[config.mk]
export PLATFORM = sky130hd
export DESIGN_NAME = twiddle_sequencer_flat
export DESIGN_NICKNAME = d
export VERILOG_FILES = /design/src/rtl/twiddle_if.sv /design/src/rtl/twiddle_sequencer.sv /design/src/flat_wrapper.sv
export SDC_FILE = /design/constraint.sdc
export NUM_CORES = 1
export LEC_CHECK = 0
export CAP_MARGIN = 10
export CORE_MARGIN = 2
export CORE_UTILIZATION = 50
export DETAILED_ROUTE_END_ITERATION = 12
export PLACE_DENSITY = 0.93
export SLEW_MARGIN = 10
export SYNTH_ARGS = -nofsm -noshare
export SYNTH_HDL_FRONTEND = slang
export SYNTH_SLANG_ARGS = --single-unit
[constraint.sdc]
create_clock -name clk -period 5.8 [get_ports clk]
set_clock_uncertainty 0.1 [all_clocks]
set_input_delay 1.16 -clock clk [delete_from_list [all_inputs] [get_ports clk]]
set_output_delay 1.16 -clock clk [all_outputs]
set_load 0.005 [all_outputs]
[src/rtl/twiddle_if.sv]
// Handshake bundle between the FFT stage controller / butterfly datapath and
// the twiddle sequencer. The sequencer drives the master side.
interface twiddle_if #(
  parameter int N   = 16,
  parameter int MSB = 16
);
  localparam int AW = $clog2(N / 2);

  // Request side (stage controller and butterfly ready)
  logic                  start;
  logic [AW-1:0]         stage;
  logic                  inverse;
  logic                  ready;

  // Coefficient word side
  logic                  valid;
  logic                  last;
  logic signed [MSB-1:0] c_out;
  logic signed [MSB-1:0] cps_out;
  logic signed [MSB-1:0] cms_out;
  logic [AW-1:0]         k_out;
  logic [AW-1:0]         addr_out;

  // Status
  logic                  busy;
  logic                  done;
  logic                  err;

  modport master (
    input  start, stage, inverse, ready,
    output valid, last, c_out, cps_out, cms_out, k_out, addr_out,
           busy, done, err
  );

  modport slave (
    output start, stage, inverse, ready,
    input  valid, last, c_out, cps_out, cms_out, k_out, addr_out,
           busy, done, err
  );
endinterface

[src/rtl/twiddle_sequencer.sv]
// Twiddle-coefficient sequencer for one radix-2 FFT stage pass.
// Walks the N/2 butterflies of a stage, emitting k = (count << stage) mod N/2
// and the c / c+s / c-s coefficient triple (swapped for inverse mode) through
// a registered valid/ready output slot. Coefficients are Q2.(MSB-2) with
// s = sin(2*pi*k/N) and c = cos(2*pi*k/N), each rounded half away from zero;
// c+s and c-s are the sums of those rounded values.
module twiddle_sequencer #(
  parameter int N   = 16,
  parameter int MSB = 16
) (
  input  logic       clk,
  input  logic       rst,
  twiddle_if.master  bus
);

  localparam int AW = $clog2(N / 2);
  localparam int FB = MSB - 2;  // fractional bits of the coefficient words

  localparam logic [AW-1:0] MAX_STAGE = AW'(AW);        // LOGN-1 == AW
  localparam logic [AW-1:0] LAST_CNT  = AW'(N / 2 - 1);

  // Q2.30 fixed-point constants for the elaboration-time trig evaluation.
  localparam longint ONE_Q30 = 64'sd1 <<< 30;
  localparam longint PI_Q30  = 64'sd3373259426;

  typedef enum logic {
    IDLE = 1'b0,
    RUN  = 1'b1
  } state_e;

  // ---------------------------------------------------------------------------
  // Coefficient ROM generation
  // ---------------------------------------------------------------------------
  // Returns round(cos) or round(sin) of 2*pi*k/N at FB fractional bits for
  // k in [0, N/2). Angles past pi/2 are folded onto [0, pi/2] so the Taylor
  // series stays accurate and rounding is symmetric about zero.
  function automatic longint trig_q(input int k, input bit want_sin);
    int     j;
    bit     neg;
    longint x;
    longint x2;
    longint term;
    longint acc;
    longint r;
    j   = k;
    neg = 1'b0;
    if (2 * k > N / 2) begin
      j   = N / 2 - k;
      neg = !want_sin;
    end
    x    = (PI_Q30 * longint'(2 * j)) / longint'(N);
    x2   = (x * x) >>> 30;
    term = want_sin ? x : ONE_Q30;
    acc  = term;
    for (int n = 1; n < 12; n++) begin
      term = (term * x2) >>> 30;
      if (want_sin) term = -term / longint'((2 * n) * (2 * n + 1));
      else          term = -term / longint'((2 * n - 1) * (2 * n));
      acc = acc + term;
    end
    r = (acc + (64'sd1 <<< (29 - FB))) >>> (30 - FB);
    return neg ? -r : r;
  endfunction

  logic signed [MSB-1:0] rom_c   [N/2];
  logic signed [MSB-1:0] rom_cps [N/2];
  logic signed [MSB-1:0] rom_cms [N/2];

  // NOTE: the ROMs are elaboration-time constants, so they carry no reset;
  // only real state registers below are cleared.
  for (genvar g = 0; g < N / 2; g++) begin : g_rom
    localparam longint C_V = trig_q(g, 1'b0);
    localparam longint S_V = trig_q(g, 1'b1);
    assign rom_c[g]   = MSB'(C_V);
    assign rom_cps[g] = MSB'(C_V + S_V);
    assign rom_cms[g] = MSB'(C_V - S_V);
  end

  // ---------------------------------------------------------------------------
  // State and output registers
  // ---------------------------------------------------------------------------
  state_e                state_q,   state_d;
  logic [AW-1:0]         count_q,   count_d;
  logic [AW-1:0]         stage_q,   stage_d;
  logic                  inverse_q, inverse_d;
  logic                  valid_q,   valid_d;
  logic                  last_q,    last_d;
  logic signed [MSB-1:0] c_q,       c_d;
  logic signed [MSB-1:0] cps_q,     cps_d;
  logic signed [MSB-1:0] cms_q,     cms_d;
  logic [AW-1:0]         k_q,       k_d;
  logic [AW-1:0]         addr_q,    addr_d;
  logic                  busy_q,    busy_d;
  logic                  done_q,    done_d;
  logic                  err_q,     err_d;

  // Twiddle index of the word the current count would load (wraps mod N/2).
  logic [AW-1:0] k_idx;
  assign k_idx = count_q << stage_q;

  // Register every piece of state; reset clears all outputs and aborts a pass.
  // NOTE: sequential state uses non-blocking assignments so every register
  // samples the pre-edge values regardless of statement order.
  always_ff @(posedge clk or posedge rst) begin
    if (rst) begin
      state_q   <= IDLE;
      count_q   <= '0;
      stage_q   <= '0;
      inverse_q <= 1'b0;
      valid_q   <= 1'b0;
      last_q    <= 1'b0;
      c_q       <= '0;
      cps_q     <= '0;
      cms_q     <= '0;
      k_q       <= '0;
      addr_q    <= '0;
      busy_q    <= 1'b0;
      done_q    <= 1'b0;
      err_q     <= 1'b0;
    end else begin
      state_q   <= state_d;
      count_q   <= count_d;
      stage_q   <= stage_d;
      inverse_q <= inverse_d;
      valid_q   <= valid_d;
      last_q    <= last_d;
      c_q       <= c_d;
      cps_q     <= cps_d;
      cms_q     <= cms_d;
      k_q       <= k_d;
      addr_q    <= addr_d;
      busy_q    <= busy_d;
      done_q    <= done_d;
      err_q     <= err_d;
    end
  end

  // Next-state logic: accept/reject start in IDLE, fill the output slot and
  // retire the pass in RUN.
  // NOTE: every _d gets a default first, so no path through the case can
  // leave a variable unassigned and infer a latch.
  always_comb begin
    state_d   = state_q;
    count_d   = count_q;
    stage_d   = stage_q;
    inverse_d = inverse_q;
    valid_d   = valid_q;
    last_d    = last_q;
    c_d       = c_q;
    cps_d     = cps_q;
    cms_d     = cms_q;
    k_d       = k_q;
    addr_d    = addr_q;
    busy_d    = busy_q;
    done_d    = 1'b0;
    err_d     = 1'b0;

    unique case (state_q)
      IDLE: begin
        if (bus.start) begin
          if (bus.stage <= MAX_STAGE) begin
            stage_d   = bus.stage;
            inverse_d = bus.inverse;
            count_d   = '0;
            busy_d    = 1'b1;
            state_d   = RUN;
          end else begin
            err_d = 1'b1;
          end
        end
      end

      RUN: begin
        if (valid_q && bus.ready && last_q) begin
          // Final word accepted: close the pass.
          valid_d = 1'b0;
          last_d  = 1'b0;
          busy_d  = 1'b0;
          done_d  = 1'b1;
          state_d = IDLE;
        end else if (!valid_q || bus.ready) begin
          // Slot free and words remain (the last word has not been loaded).
          c_d     = rom_c[k_idx];
          cps_d   = inverse_q ? rom_cms[k_idx] : rom_cps[k_idx];
          cms_d   = inverse_q ? rom_cps[k_idx] : rom_cms[k_idx];
          k_d     = k_idx;
          addr_d  = count_q;
          last_d  = (count_q == LAST_CNT);
          valid_d = 1'b1;
          count_d = count_q + 1'b1;
        end
      end

      default: state_d = IDLE;
    endcase
  end

  assign bus.valid    = valid_q;
  assign bus.last     = last_q;
  assign bus.c_out    = c_q;
  assign bus.cps_out  = cps_q;
  assign bus.cms_out  = cms_q;
  assign bus.k_out    = k_q;
  assign bus.addr_out = addr_q;
  assign bus.busy     = busy_q;
  assign bus.done     = done_q;
  assign bus.err      = err_q;

  // A stalled word must stay frozen until it is accepted.
  a_stall_hold : assert property (
    @(posedge clk) disable iff (rst)
    (valid_q && !bus.ready) |=> (valid_q && $stable(c_q) && $stable(k_q) && $stable(addr_q))
  );

  // The completion pulse only appears once the slot has drained.
  a_done_idle : assert property (
    @(posedge clk) disable iff (rst)
    done_q |-> (!valid_q && !busy_q)
  );

endmodule
[src/flat_wrapper.sv]
// flat-port wrapper written by rule: the top's interface ports become plain ports
module twiddle_sequencer_flat 
#(
  parameter int N   = 16,
  parameter int MSB = 16
)
  (clk, rst, bus_start, bus_stage, bus_inverse, bus_ready, bus_valid, bus_last, bus_c_out, bus_cps_out, bus_cms_out, bus_k_out, bus_addr_out, bus_busy, bus_done, bus_err);
  twiddle_if #(.N(N), .MSB(MSB)) bus_i ();
  input  logic clk;
  input  logic rst;
  input wire logic [$bits(bus_i.start)-1:0] bus_start;
  input wire logic [$bits(bus_i.stage)-1:0] bus_stage;
  input wire logic [$bits(bus_i.inverse)-1:0] bus_inverse;
  input wire logic [$bits(bus_i.ready)-1:0] bus_ready;
  output wire logic [$bits(bus_i.valid)-1:0] bus_valid;
  output wire logic [$bits(bus_i.last)-1:0] bus_last;
  output wire logic [$bits(bus_i.c_out)-1:0] bus_c_out;
  output wire logic [$bits(bus_i.cps_out)-1:0] bus_cps_out;
  output wire logic [$bits(bus_i.cms_out)-1:0] bus_cms_out;
  output wire logic [$bits(bus_i.k_out)-1:0] bus_k_out;
  output wire logic [$bits(bus_i.addr_out)-1:0] bus_addr_out;
  output wire logic [$bits(bus_i.busy)-1:0] bus_busy;
  output wire logic [$bits(bus_i.done)-1:0] bus_done;
  output wire logic [$bits(bus_i.err)-1:0] bus_err;
  assign bus_i.start = bus_start;
  assign bus_i.stage = bus_stage;
  assign bus_i.inverse = bus_inverse;
  assign bus_i.ready = bus_ready;
  assign bus_valid = bus_i.valid;
  assign bus_last = bus_i.last;
  assign bus_c_out = bus_i.c_out;
  assign bus_cps_out = bus_i.cps_out;
  assign bus_cms_out = bus_i.cms_out;
  assign bus_k_out = bus_i.k_out;
  assign bus_addr_out = bus_i.addr_out;
  assign bus_busy = bus_i.busy;
  assign bus_done = bus_i.done;
  assign bus_err = bus_i.err;
  twiddle_sequencer #(.N(N), .MSB(MSB)) u_core (.clk(clk), .rst(rst), .bus(bus_i));
endmodule
Yosys cells after proc, flatten, opt, wreduce, memory -nomap -nowiden
Memory sizes are Yosys's and may differ from the RTL's. A register that Yosys moved wholly into a read port is not among the register bits. Index checks and enable logic that the tools add are counted.

Flip-flop bits (word level): 51. Latch bits: 0. Memory bits (writable): 0. Bits in read-only memories: 384. Logic and storage cells: 67. Memories: 3.

Memory list: (name not given) (depth 8, bits a word 16, read ports 1, clocked after Yosys merged registers in 0, wr ports 0, line twiddle_sequencer.sv:184) `cps_d = inverse_q ? rom_cms[k_idx] : rom_cps[k_idx];`; (name not given) (depth 8, bits a word 16, read ports 1, clocked after Yosys merged registers in 0, wr ports 0, line twiddle_sequencer.sv:184); (name not given) (depth 8, bits a word 16, read ports 1, clocked after Yosys merged registers in 1, wr ports 0, line twiddle_sequencer.sv:183) `c_d = rom_c[k_idx];`.

Add/subtract/negate cells: 1. $mul: 0. Divide/modulo/power cells: 0. Order comparisons: 2. Equal/unequal tests: 6. Shifts and indexed selects: 1. Muxes and demuxes: 28. Bitwise gates (word level): 3. Reductions and logical operators: 10.

Operator list (number): $mux 16 (6); $mux 1 (15); $mux 3 (4); $reduce_and 3->1 (3); $ne 2x2->1 const B (4); $pmux 3 s2 (1); $ge 4x4->1 const B (1); $not 3->4 (1); $pmux 1 s2 (2); $reduce_and 4->1 (1); $add 3x1->3 const B (1); $eq 3x3->1 const B (1); $le 3x2->1 const B (1); $shl 3x3->3 (1); $logic_and 1x1->1 (2); $ne 2x1->1 const B (1); $not 1->1 (2); $reduce_and 2->1 (1); $reduce_bool 2->1 (1); $logic_not 1->1 (1); $logic_or 1x1->1 (1).

Logic depth before layout (Yosys ltp)
Word-level depth: 6. Gate-level depth with buffers: 9.

Least setup slack after synthesis
OpenSTA, ideal clock, no wires.

Path type: in2reg. Start point: input port bus_ready. End point: register u_core.cms_q[13], in the netlist u_core.bus.cms_out[13]. Library setup time: 83 ps. Data arrival time: 2160 ps. Required time: 5617 ps. Slack: 3457 ps. Stages: 6. Path buffers: 2. Cells stage by stage: nor2b_1 -> o21a_1 -> clkbuf_1 -> clkbuf_1 -> o31ai_1 -> o21ai_0.

Longest elaborated chain between the ends: 4.

Ends and longest elaborated chain: from (decl) (line flat_wrapper.sv:14) `input wire logic [$bits(bus_i.ready)-1:0] bus_ready;`; $logic_and 1x1->1 (2 in a row) (line twiddle_sequencer.sv:174) `if (valid_q && bus.ready && last_q) begin`; $not 1->1 (no line); $reduce_and 3->1 (no line) (*); to (signal assigned) (line twiddle_sequencer.sv:129) `cms_q <= cms_d;`; to (decl) (line twiddle_sequencer.sv:90) `logic signed [MSB-1:0] cms_q, cms_d;`.

Every way passes the cells marked *; elsewhere a longest branch is shown, timed or not. A chain may end at the register's enable or synchronous reset.

Worst setup path in the final report
Start point: input port bus_ready. End point: register u_core.cps_q[15], in the netlist u_core.bus.cps_out[15].

Longest elaborated chain between the ends: 4.

Ends and longest elaborated chain: $logic_and 1x1->1 (2 in a row) (line twiddle_sequencer.sv:174); $not 1->1 (no line); $reduce_and 3->1 (no line) (*); to (signal assigned) (line twiddle_sequencer.sv:128) `cps_q <= cps_d;`; to (decl) (line twiddle_sequencer.sv:89) `logic signed [MSB-1:0] cps_q, cps_d;`.

Marks and branches as above.

==> metrics.md <==
| Metric | Value |
|---|---|
| Pre-Repair DR Iteration Count | `4` |
| Root Driver | `clkbuf_8` |
| DRC violations left | `0` |
| Setup TNS Final | `0 ns` |
| Tcrit/Tclk final | `0.5295` |
| GRT overflow | `0` |
| Hold WC Path Type | `register to register` |
| Peak VDD IR | `249.3 µV` |
| Slew Limit Fails | `0` |
| Power after layout | `~1800 µW` |
| Worst-skew pair later-pin latency | `around 0.30 ns` |
| Crit-path cells | `clkdlybuf4s50_1 -> nor2b_1 -> o21a_1 -> o21ai_0 -> o21ai_0` |
| Largest net degree at the start of global routing | `49` |
| Final setup fails | `0` |
| Via-to-Cell Ratio | `5.308` |
| DR iter-0 viols | `213` |
| Syn Area/Cell | `9.229 µm²` |
| Post-Syn Area | `approximately 0.0025 mm²` |
| Worst slew margin | `0.2712` |
| Maximum clock path buffer count | `2` |
| NumNets Final | `roughly 320` |
| Post-synth EDFFs | `0` |
| # diodes | `0` |
| Power per cell area | `approximately 570 mW/mm²` |
| Initial antenna violation count | `0` |
| Io pins | `between 60 and 70` |
| Starting Density | `0.5197` |
| Ys async rst share | `1.000` |
| Post-CTS setup buffer count | `0` |
| P&R area growth vs syn | `25.18%` |
| Worst stage delay on the critical path | `between 0.8 and 0.9 ns` |
| Vias in the first global route | `~1.9k` |
| Post-CTS Resized | `0` |
| I/O Buffers | `66` |
| Inserted Clock Buffers | `5` |
| Final Hold Vio Count | `0` |
| Sw Share | `0.3884` |
| Core Region | `0.004723 mm²` |
| Die height | `between 70 and 80 µm` |
| WP buf/inv | `1` |
| Switching power | `683.3 µW` |
| Unrepaired setup endpoints after global routing | `false` |
| Crit path max-delay family | `compound AO/OA/AOI/OAI gates` |
| Vias | `1964` |
| Detailed placement HPWL | `between 3000 and 4000 µm` |
| # H-tree levels | `2` |
| GPL Wtd Cong | `~0.83` |
| Lkg Pwr | `0.001341 µW` |
| Worst path slowest cell | `o21a_1` |
| Routed Antenna Nets | `0` |
| Synth warn | `0` |
| Reg power frac | `0.344` |
| Synth Flop Type | `dfrtp_1` |
| Die ar. | `roughly 0.0055 mm²` |
| Flops & latches, synth | `48` |
| Clock Power Share | `0.120` |
| Slew of the pin with the lowest slew margin | `1.093 ns` |
| Die width | `approximately 74 µm` |
| Clk sinks | `between 40 and 50` |
| Syn Inst Count | `266` |
| Max Cap Viol | `0` |
| Critical path required time | `around 6 ns` |
| Hold_ws | `around 0.38 ns` |
| Peak Freq | `325.6 MHz` |
| CTS tree | `built` |
| Part of the power in combinational logic | `0.536` |
| Avg WL per Cell | `between 10 and 15 µm` |
| Worst-path clk slew | `~0.080 ns` |
| Gr usage total | `0.2025` |
| First-pass GRT wire length | `~8600 µm` |
| Kind of critical path | `input pin to register` |
| Fraction of layout instances using a drive strength above 1 | `0.05941` |
| Final wirelength | `around 5200 µm` |
| CP Max Fanout | `34` |
| Core Rows | `25` |
| Most used cell, CP | `o21ai_0` |
| P_int | `~1100 µW` |
| Status | `completed` |
| Non-Filler Instances | `370` |
| Seq/Total Area, Yosys | `0.4893` |
| Startpoint Class | `input pin` |
| Syn nets | `between 200 and 300` |
| Netlist cell types | `between 40 and 50` |
| Inst Count DP | `363` |
| Minimum period implied by the final worst setup slack | `between 3 and 4 ns` |
| CTS Hold Bufs | `0` |
| CP arrival | `3.19 ns` |
| Worst Setup End Kind | `register` |
| Fill cells | `403` |
## cells in the final DEF (no fill, tap or decap), types with 2 or more instances in the layout
| cell | netlist | layout |
|---|---|---|
| clkdlybuf4s50_1 | 0 | 66 |
| dfrtp_1 | 48 | 48 |
| nand2_1 | 47 | 47 |
| nor2_1 | 26 | 26 |
| o21ai_0 | 17 | 17 |
| a31oi_1 | 13 | 13 |
| a21oi_1 | 11 | 11 |
| o31ai_1 | 8 | 8 |
| inv_1 | 8 | 7 |
| ha_1 | 7 | 7 |
| clkbuf_8 | 0 | 7 |
| nand3_1 | 5 | 5 |
| mux2i_1 | 4 | 4 |
| or3_1 | 4 | 4 |
| a22o_1 | 3 | 3 |
| nor3_1 | 2 | 2 |
| nand2b_1 | 2 | 2 |
| and2_1 | 2 | 2 |
| a311oi_1 | 2 | 2 |
## worst min-delay path, delay by kind of cell, from the launching register on
family           cells  cell delay [ns]
flip-flops           1             0.35
AND/OR/NAND/NOR      2             0.10
## final timing paths
check | from | endpoint | slack (ns) | depth (start not counted)
setup / recovery | bus_ready | u_core.bus.cps_out[15] | 2.73 | 5
hold / removal | u_core.bus.addr_out[0] | u_core.bus.addr_out[0] | 0.38 | 2
setup reg to reg | u_core.stage_q[0] | u_core.bus.cms_out[8] | 3.35 | 6
hold reg to reg | u_core.bus.addr_out[0] | u_core.bus.addr_out[0] | 0.38 | 2
max in group asynchronous | rst | u_core.bus.k_out[2] | 3.69 | 2
min in group asynchronous | rst | u_core.bus.c_out[11] | 1.31 | 2
## power by group through the flow
| stage | Sequential, µW | Clock, µW | Combinational (µW) |
|---|---|---|---|
| after CTS | 605 | 216 | 942 |
| after floorplan | 583 | 0 | 596 |
| after global placement | 604 | 0 | 910 |
| after global routing | 629 | 227 | 1040 |
| after detailed placement | 612 | 0 | 938 |
| final | 605 | 212 | 943 |
## stage by stage
stage / instance area (µm²) / utilization / setup WS (ns)
2_1_floorplan: 2455 / - / 3.396
3_3_place_gp: 2977 / 0.6302 / 2.574
3_5_place_dp: 2977 / 0.6302 / 2.451
4_1_cts: 3073 / 0.6506 / 2.752
5_1_grt: 3073 / 0.6506 / 2.527
6_report: 3073 / 0.6506 / 2.729
## logic make-up (layout without fill, tap and decap cells)
group | after synthesis | in the layout | share of synthesized area
mux | 5 | 5 | 0.02090
fa+ha+maj | 7 | 7 | 0.03568
simple gates | 98 | 98 | 0.1820
compound gates | 62 | 62 | 0.1626
flops | 48 | 48 | 0.4893
buf+inv | 46 | 83 | 0.1096
## state kept, by name, indices dropped and copies added, names as in the netlist
register and cells:
u_core.bus.cms_out 9, u_core.bus.addr_out 3, u_core.bus.cps_out 9, u_core.bus.valid 1
u_core.state_q 1, u_core.bus.last 1, u_core.count_q 3, u_core.inverse_q 1
u_core.bus.busy 1, u_core.bus.k_out 3, u_core.stage_q 3, u_core.bus.done 1
u_core.bus.c_out 11, u_core.bus.err 1
## layout make-up
type | count | area, µm² | share of cell area
inverter | 9 | 38.79 | 0.01262
tap | 67 | 83.83 | 0.02728
clock buffer | 7 | 96.34 | 0.03135
timing repair buffer | 67 | 668.1 | 0.2174
multi-input combinational | 172 | 984.7 | 0.3204
sequential | 48 | 1201 | 0.3909
## synth_stat cells, drive strengths merged (2+ instances only)
cell type | number | share of area
nand3 | 5 | 0.010
o31ai | 8 | 0.024
nor2 | 26 | 0.040
a2111oi | 2 | 0.0076
a21oi | 12 | 0.026
mux2i | 4 | 0.016
a22o | 3 | 0.011
nand2 | 47 | 0.072
or3 | 4 | 0.010
o21ai | 18 | 0.038
a311oi | 2 | 0.0071
clkbuf | 12 | 0.018
dfrtp | 48 | 0.49
a31oi | 13 | 0.033
nor3 | 2 | 0.0041
ha | 7 | 0.036
inv | 8 | 0.012
buf | 25 | 0.075
and2 | 3 | 0.0087
nand2b | 2 | 0.0051
## per-layer routing
layer,up-vias,track usage,wire length [µm]
met5,-,0,0
met2,62,0.3383,2595
li1,965,-,-
met4,0,0.08485,94
met1,925,0.2559,2238
met3,12,0.04336,314
No activity file was read; power rests on OpenSTA's default activity.
